## config.mk

```make
export PLATFORM = sky130hd
export DESIGN_NAME = mnist_infer_ctrl
export DESIGN_NICKNAME = d
export VERILOG_FILES = /design/src/rtl/mnist_infer_ctrl.sv
export SDC_FILE = /design/constraint.sdc
export NUM_CORES = 1
export LEC_CHECK = 0
export BUFFER_PORTS_ARGS = -buffer_cell sky130_fd_sc_hd__buf_2
export CELL_PAD_IN_SITES_DETAIL_PLACEMENT = 0
export CELL_PAD_IN_SITES_GLOBAL_PLACEMENT = 2
export CORE_MARGIN = 4
export CORE_UTILIZATION = 35
export CTS_BUF_LIST = sky130_fd_sc_hd__clkbuf_4 sky130_fd_sc_hd__clkbuf_8
export CTS_CLUSTER_DIAMETER = 30
export DETAILED_ROUTE_END_ITERATION = 6
export GPL_TIMING_DRIVEN = 0
export PLACE_DENSITY = 0.81
export SETUP_SLACK_MARGIN = 0.15
export SLEW_MARGIN = 30
export SYNTH_ARGS = -nofsm -noshare
export SYNTH_HDL_FRONTEND = slang
export SYNTH_SLANG_ARGS = --single-unit
```

## constraint.sdc

```tcl
create_clock -name clk -period 6 [get_ports clk]
set_input_delay 0.6 -clock clk [delete_from_list [all_inputs] [get_ports clk]]
set_output_delay 0.6 -clock clk [all_outputs]
set_load 0.02 [all_outputs]
```

## src/rtl/mnist_infer_ctrl.sv

```systemverilog
// MNIST inference sequencer: pixel capture, shared serial MAC over a weight ROM, arg-max tracking.
// Latency: result_valid pulses NUM_OUT*(NUM_IN+1)+2 cycles after the last pixel; pix_ready is high only while loading.
module mnist_infer_ctrl #(
  parameter int NUM_IN  = 16,
  parameter int NUM_OUT = 10,
  parameter int W_W     = 4,
  parameter int ACC_W   = 12,
  parameter int AW      = 8
) (
  input  logic           clk,
  input  logic           rst_n,
  input  logic           start,
  input  logic           abort,
  input  logic           pix_valid,
  input  logic           pix_data,
  output logic           pix_ready,
  output logic [AW-1:0]  w_addr,
  input  logic [W_W-1:0] w_data,
  output logic           busy,
  output logic           result_valid,
  output logic [3:0]     digit
);

  localparam int IW = $clog2(NUM_IN);
  localparam int NW = $clog2(NUM_OUT);

  typedef enum logic [2:0] {S_IDLE, S_LOAD, S_MAC, S_CMP, S_DONE} state_t;

  state_t             state_q, state_d;
  logic [IW-1:0]      i_q, i_d;
  logic [NW-1:0]      n_q, n_d;
  logic [ACC_W-1:0]   acc_q, acc_d;
  logic [ACC_W-1:0]   best_q, best_d;
  logic [3:0]         best_idx_q, best_idx_d;
  logic [NUM_IN-1:0]  pbuf_q, pbuf_d;
  logic [3:0]         digit_q, digit_d;
  logic               pend_q, pend_d;
  logic               rv_q;
  logic [ACC_W-1:0]   w_ext;

  assign w_ext        = {{(ACC_W-W_W){w_data[W_W-1]}}, w_data};
  assign busy         = (state_q != S_IDLE);
  assign result_valid = rv_q;
  assign digit        = digit_q;

  always_comb begin
    state_d    = state_q;
    i_d        = i_q;
    n_d        = n_q;
    acc_d      = acc_q;
    best_d     = best_q;
    best_idx_d = best_idx_q;
    pbuf_d     = pbuf_q;
    digit_d    = digit_q;
    pend_d     = 1'b0;
    pix_ready  = 1'b0;
    w_addr     = '0;
    case (state_q)
      S_IDLE: begin
        if (start && !abort) begin
          state_d = S_LOAD;
          i_d     = '0;
          n_d     = '0;
          acc_d   = '0;
        end
      end
      S_LOAD: begin
        pix_ready = 1'b1;
        if (pix_valid) begin
          pbuf_d[i_q] = pix_data;
          if (i_q == IW'(NUM_IN-1)) begin
            state_d = S_MAC;
            i_d     = '0;
            n_d     = '0;
            acc_d   = '0;
          end else begin
            i_d = i_q + 1'b1;
          end
        end
      end
      S_MAC: begin
        w_addr = AW'(n_q) * AW'(NUM_IN) + AW'(i_q);
        acc_d  = acc_q + (pbuf_q[i_q] ? w_ext : '0);
        if (i_q == IW'(NUM_IN-1)) begin
          state_d = S_CMP;
          i_d     = '0;
        end else begin
          i_d = i_q + 1'b1;
        end
      end
      S_CMP: begin
        // Strict compare so equal scores keep the earliest class.
        if (n_q == '0 || $signed(acc_q) > $signed(best_q)) begin
          best_d     = acc_q;
          best_idx_d = 4'(n_q);
        end
        if (n_q == NW'(NUM_OUT-1)) begin
          state_d = S_DONE;
        end else begin
          state_d = S_MAC;
          n_d     = n_q + 1'b1;
          i_d     = '0;
          acc_d   = '0;
        end
      end
      S_DONE: begin
        digit_d = best_idx_q;
        pend_d  = 1'b1;
        state_d = S_IDLE;
      end
      default: state_d = S_IDLE;
    endcase

    if (abort && state_q != S_IDLE) begin
      state_d    = S_IDLE;
      i_d        = '0;
      n_d        = '0;
      acc_d      = '0;
      pend_d     = 1'b0;
      digit_d    = digit_q;
      best_d     = best_q;
      best_idx_d = best_idx_q;
      pbuf_d     = pbuf_q;
    end
  end

  always_ff @(posedge clk or negedge rst_n) begin
    if (!rst_n) begin
      state_q    <= S_IDLE;
      i_q        <= '0;
      n_q        <= '0;
      acc_q      <= '0;
      best_q     <= '0;
      best_idx_q <= '0;
      pbuf_q     <= '0;
      digit_q    <= '0;
      pend_q     <= 1'b0;
      rv_q       <= 1'b0;
    end else begin
      state_q    <= state_d;
      i_q        <= i_d;
      n_q        <= n_d;
      acc_q      <= acc_d;
      best_q     <= best_d;
      best_idx_q <= best_idx_d;
      pbuf_q     <= pbuf_d;
      digit_q    <= digit_d;
      pend_q     <= pend_d;
      rv_q       <= pend_q;
    end
  end

endmodule

```

# Word-level counts from Yosys, hierarchy flattened

Index checks and enable logic that the tools add are counted.

Input port bits: 10
Register bits: 61

Order comparisons: 3
Reduce and logical (&&, ||, !) cells: 17
$add $sub $neg: 4
Mux-type cells: 34
Equal/unequal tests: 11
Bitwise logic cells: 1

Operators by type and width:

| kind                                                       | number |
|---|---|
| two-way mux 12 bit                                         | 6 |
| one-hot mux 12 bit (4 select lines)                        | 1 |
| two-way mux 4 bit                                          | 9 |
| two-way mux 3 bit                                          | 6 |
| bitwise mux 16 bit                                         | 1 |
| one-hot mux 4 bit (4 select lines)                         | 1 |
| != test 3 bit, second input constant                       | 5 |
| adder 12 bit                                               | 1 |
| > comparator 12 bit                                        | 1 |
| one-hot mux 3 bit (4 select lines)                         | 1 |
| one-hot mux 4 bit (3 select lines)                         | 1 |
| AND reduction 5 bit                                        | 2 |
| adder 4 x 1 -> 4 bit, second input constant                | 2 |
| adder 8 x 4 -> 8 bit                                       | 1 |
| == test 4 bit, second input constant                       | 2 |
| two-way mux 8 bit                                          | 1 |
| AND reduction 4 bit                                        | 2 |
| == test 3 x 2 -> 1 bit, second input constant              | 2 |
| AND reduction 3 bit                                        | 2 |
| less-than comparator 4 x 5 -> 1 bit, second input constant | 1 |
| two-way mux 1 bit                                          | 5 |
| nonzero test 5 bit                                         | 1 |
| binary-select mux 1 bit (select 4 bit)                     | 1 |
| demux 1 bit (select 4 bit)                                 | 1 |
| other kinds (12)                                           | 14 |

# Longest topological paths before layout

Depth in word-level cells: 6
Mapped depth: 12
Mapped depth without buffers: 11

# Worst setup path before layout

OpenSTA, ideal clock, no wires.

Kind: register to register
Start: register i_q[2]
End: register acc_q[9]
Setup slack: 2.579 ns
Data arrival time: 3.300 ns
Path buffers: 1
Stages on the path, launching flop included: 11
Setup time: 0.122 ns
Data required time: 5.878 ns
Clock period less this slack: 3.421 ns
Path through: dfrtp_1 > buf_6 > mux4_2 > mux4_2 > and2_4 > ha_1 > a2111oi_1 > a211oi_1 > o21a_1 > or3_1 > a32o_1

Word-level cells in the longest chain between the ends: 6

RTL lines:

| what                                    | RTL line | text |
|---|---|---|
| start: declaration                      | 30       | `logic [IW-1:0] i_q, i_d;` |
| start signal: assignment                | 141      | `i_q <= i_d;` |
| binary-select mux 1 bit (select 4 bit)  | 83       | `acc_d = acc_q + (pbuf_q[i_q] ? w_ext : '0);` |
| two-way mux 1 bit (implied by the code) | 83       |  |
| two-way mux 12 bit                      | 83       |  |
| adder 12 bit                            | 83       |  |
| one-hot mux 12 bit (4 select lines)     | 58       | `case (state_q)` |
| two-way mux 12 bit                      | 114      | `if (abort && state_q != S_IDLE) begin` |
| end signal: assignment                  | 132      | `acc_q <= '0;` |
| end signal: assignment                  | 143      | `acc_q <= acc_d;` |
| end: declaration                        | 32       | `logic [ACC_W-1:0] acc_q, acc_d;` |

Parallel ways exist; a longest one is shown, timed or not. The select of a mux whose other input is x is not followed.
A chain may end at the register's enable or synchronous reset.

# Worst setup path after layout

Ends and elaborated chain as after synthesis.

==> summary.txt <==
Outcome
  – Status: finished, final reports clean

Routing
  – Final WL: 7760 um
  – DR vias/cell: 5.18
  – First-pass DRT Iterations: 4
  – Wire length per cell: 14.8 um
  – Initial DRC count: 123
  – Vias: 2723
  – ANT nets after route: 0
  – # DRC: 0

Setup path
  – Worst path top cell family by delay: compound AO/OA/AOI/OAI gates
  – Worst Path Max Fanout: 11
  – Worst Setup SP: i_q[2]
  – Max stage delay on crit path: 0.56 ns
  – Setup crit end kind: flip-flop
  – CP max-delay cell: a2111oi_1
  – R2R Path Start: i_q[2]
  – Critical Setup Path Class: flip-flop to flip-flop
  – CP most frequent cell: mux4_2
  – Cell breakdown of the critical path: buf_6 > mux4_2 > mux4_2 > and2_4 > ha_1 > a2111oi_1 > a211oi_1 > o21a_1 > or3_1 > a32o_1
  – Worst EP arrival: 3.98 ns
  – Worst path bufs/invs: 1
  – Nature of the critical path startpoint: flip-flop
  – Required time of the critical path: 6.22 ns

Floorplanning
  – Die H: 111 um
  – Core area: 10300 um2
  – Ports: 25
  – Row Count: 37
  – Width of the die: 111 um
  – Starting Density: 0.359
  – DIE AREA: 12300 um2

Global routing
  – Vias in the first global route: 2721
  – Initial antenna violation count: 0
  – Pin count of the biggest net entering global routing: 62
  – First-pass GRT wire length: 13500 um
  – Gr usage total: 0.134
  – Overflow after GRT: 0

Yosys
  – FFs w/ async S/R, synth: 1.00
  – EDFF count, synth: 0
  – Post-synth top area share: 0.412
  – Top_reg_cell synth: dfrtp_1
  – Adder-Cell Fraction of Synth Area: 0.107
  – Largest family of logic cells by synthesized area: compound AO/OA/AOI/OAI gates
  – Cells after Synth: 351
  – Cell taking the most area after synthesis: dfrtp_1
  – Ys Warns: 0
  – Syn Nets: 392
  – Sequential share of the synthesized area: 0.412
  – Synthesized area: 3700 um2
  – Post-Synth XOR/XNOR Area: 0.0189
  – Compound-Gate Fraction of Synth Area: 0.147
  – Distinct cell type count after synthesis: 51
  – Post-synthesis mux area share: 0.134
  – Synth Register Bits: 61
  – Synth area leaders: dfrtp_1 41%, ha_1 10%, mux2_1 7.0%
  – Syn Area/Cell: 10.5 um2
  – Simple-gate share of the synthesized area: 0.142

Clock network
  – # hold bufs at CTS: 0
  – CTS Sinks: 61
  – Worst-path clk slew: 0.07 ns
  – CTS tree: built
  – Clk root buf: clkbuf_8
  – Setup Buffers After CTS: 0
  – Total CTS buffers: 9
  – CTS H-tree depth: 3
  – Worst-skew pair later-pin latency: 0.34 ns
  – Clock Tree Buf Depth: 2
  – Post-cts sizing count: 0

Final layout
  – Diode count: 0
  – Finished Cell Area: 4210 um2
  – Area delta synth->final: 13.8%
  – Final #Nets: 426
  – Finished Layout Cells: 526
  – Ratio of cells with drive above 1 in the final layout: 0.159

STA
  – Hold Vio Cnt, Final: 0
  – Setup violators final: 0
  – Tmin final: 3.75 ns
  – Tcrit/Tclk final: 0.626
  – Max Transition Viols Final: 0
  – RSZ-0062 raised after global routing: no
  – Worst slew pin tran: 0.812 ns
  – Slew headroom: 0.454
  – Worst Skew: 0.0123 ns
  – Setup_tns: 0 ns
  – FMAX: 266 MHz

Place
  – Gpl congestion: 0.799
  – Port Buffer Count: 23
  – Placed Instances: 510
  – Area after DPL: 3990 um2
  – Detailed Place HPWL: 5780 um

Hold path
  – Hold WC Path Type: input port to async pin

Power and ir drop
  – Cell Pwr Density: 410 nW/um2
  – Leakage power: 2.06 nW
  – VDD IR max: 132 uV
  – Final Power: 1.73 mW

Flow run
  – Total of max-cap violations: 0
[cell usage after synthesis, drive strengths merged, types with 5 or more instances]
cell,instances
mux2,34
a21oi,13
a22o,9
a21o,9
clkbuf,10
nand4,8
xnor2,7
nor2b,8
o211ai,5
inv,21
and2,13
nand3,19
dfrtp,61
ha,30
nor2,14
nand2,21
o21ai,18
mux4,5
[layer usage]
layer | global-route usage | part of all wire | up-vias
met5 | 0 | 0 | -
met4 | 0.0419 | 0.012 | 0
met3 | 0.0311 | 0.026 | 9
met2 | 0.210 | 0.46 | 29
met1 | 0.183 | 0.50 | 1328
li1 | - | - | 1357
[power by group]
group          leakage [nW]  switching [mW]  internal, mW
Clock                 0.110           0.179         0.236
Sequential            0.842          0.0665         0.492
Combinational          1.11           0.429         0.327
[state kept, by name (all words and copies together), names as in the netlist, 3 cells and up]
signal and flops:
best_q 12, state_q 3, acc_q 12, digit 4, pbuf_q 16, best_idx_q 4, i_q 4, n_q 4
[worst register-to-register path: cells and delay by family, from the launching register on]
family | cells | cell delay (ns)
compound gates | 4 | 1.19
fa+ha+maj | 1 | 0.35
buf+inv | 1 | 0.15
flops | 1 | 0.34
mux | 2 | 1.05
simple gates | 2 | 0.54
[path summary, 6_finish.rpt]
path | depth (start not counted) | end | slack, ns
max | 10 | acc_q[9] | 2.25
min | 1 | best_q[8] | 0.34
max reg2reg | 10 | acc_q[9] | 2.25
min reg2reg | 0 | result_valid | 0.35
max in group asynchronous | 1 | pbuf_q[5] | 5.15
min in group clk | 0 | result_valid | 0.35
[final cells by class]
| class | count | area, um2 |
|---|---|---|
| tap | 136 | 170 |
| clock inverter | 7 | 98.8 |
| buffer | 14 | 66.3 |
| clock buffer | 9 | 124 |
| fill | 1039 | 6110 |
| inverter | 21 | 78.8 |
| multi-input combinational | 255 | 2030 |
| timing repair buffer | 23 | 118 |
| sequential | 61 | 1530 |
[stage by stage]
step	worst slack, ns	hold WS [ns]	utilization
after floorplan	2.58	0.304	-
after global placement	2.26	0.334	0.386
after detailed placement	2.25	0.341	0.386
after CTS	2.23	0.355	0.408
after global routing	2.08	0.372	0.408
final	2.25	0.337	0.408
[layout by cell type (no fill, tap or decap), types with 2 or more instances in the layout]
cell	count
o211ai_1	5
a21o_1	9
mux2_1	23
ha_1	30
o21ai_1	7
and3_1	3
a2111o_1	2
nand3b_1	2
inv_1	21
nand3_1	19
or3_1	2
a211oi_1	3
nor2b_1	8
a32o_1	2
dfrtp_1	61
bufinv_16	2
buf_4	2
o21ai_0	11
nor2_1	14
nand2_1	21
clkinv_4	2
nand2b_1	3
xnor2_1	7
a211o_1	2
buf_2	24
clkbuf_8	9
a21oi_1	13
a2111oi_1	2
nor3_1	2
mux4_2	5
nand4_1	8
mux2_2	11
o21a_1	4
a22o_1	9
clkbuf_1	10
and2_1	12
[kinds of logic (layout without fill, tap and decap cells)]
kind of cell,count (synthesis),after routing
XOR/XNOR,8,8
flip-flops,61,61
multiplexers,39,39
AO/OA/AOI/OAI,78,78
AND/OR/NAND/NOR,99,99
buffers and inverters,35,74
adder cells (fa/ha/maj),31,31
Power figures use the tool's default switching activity.
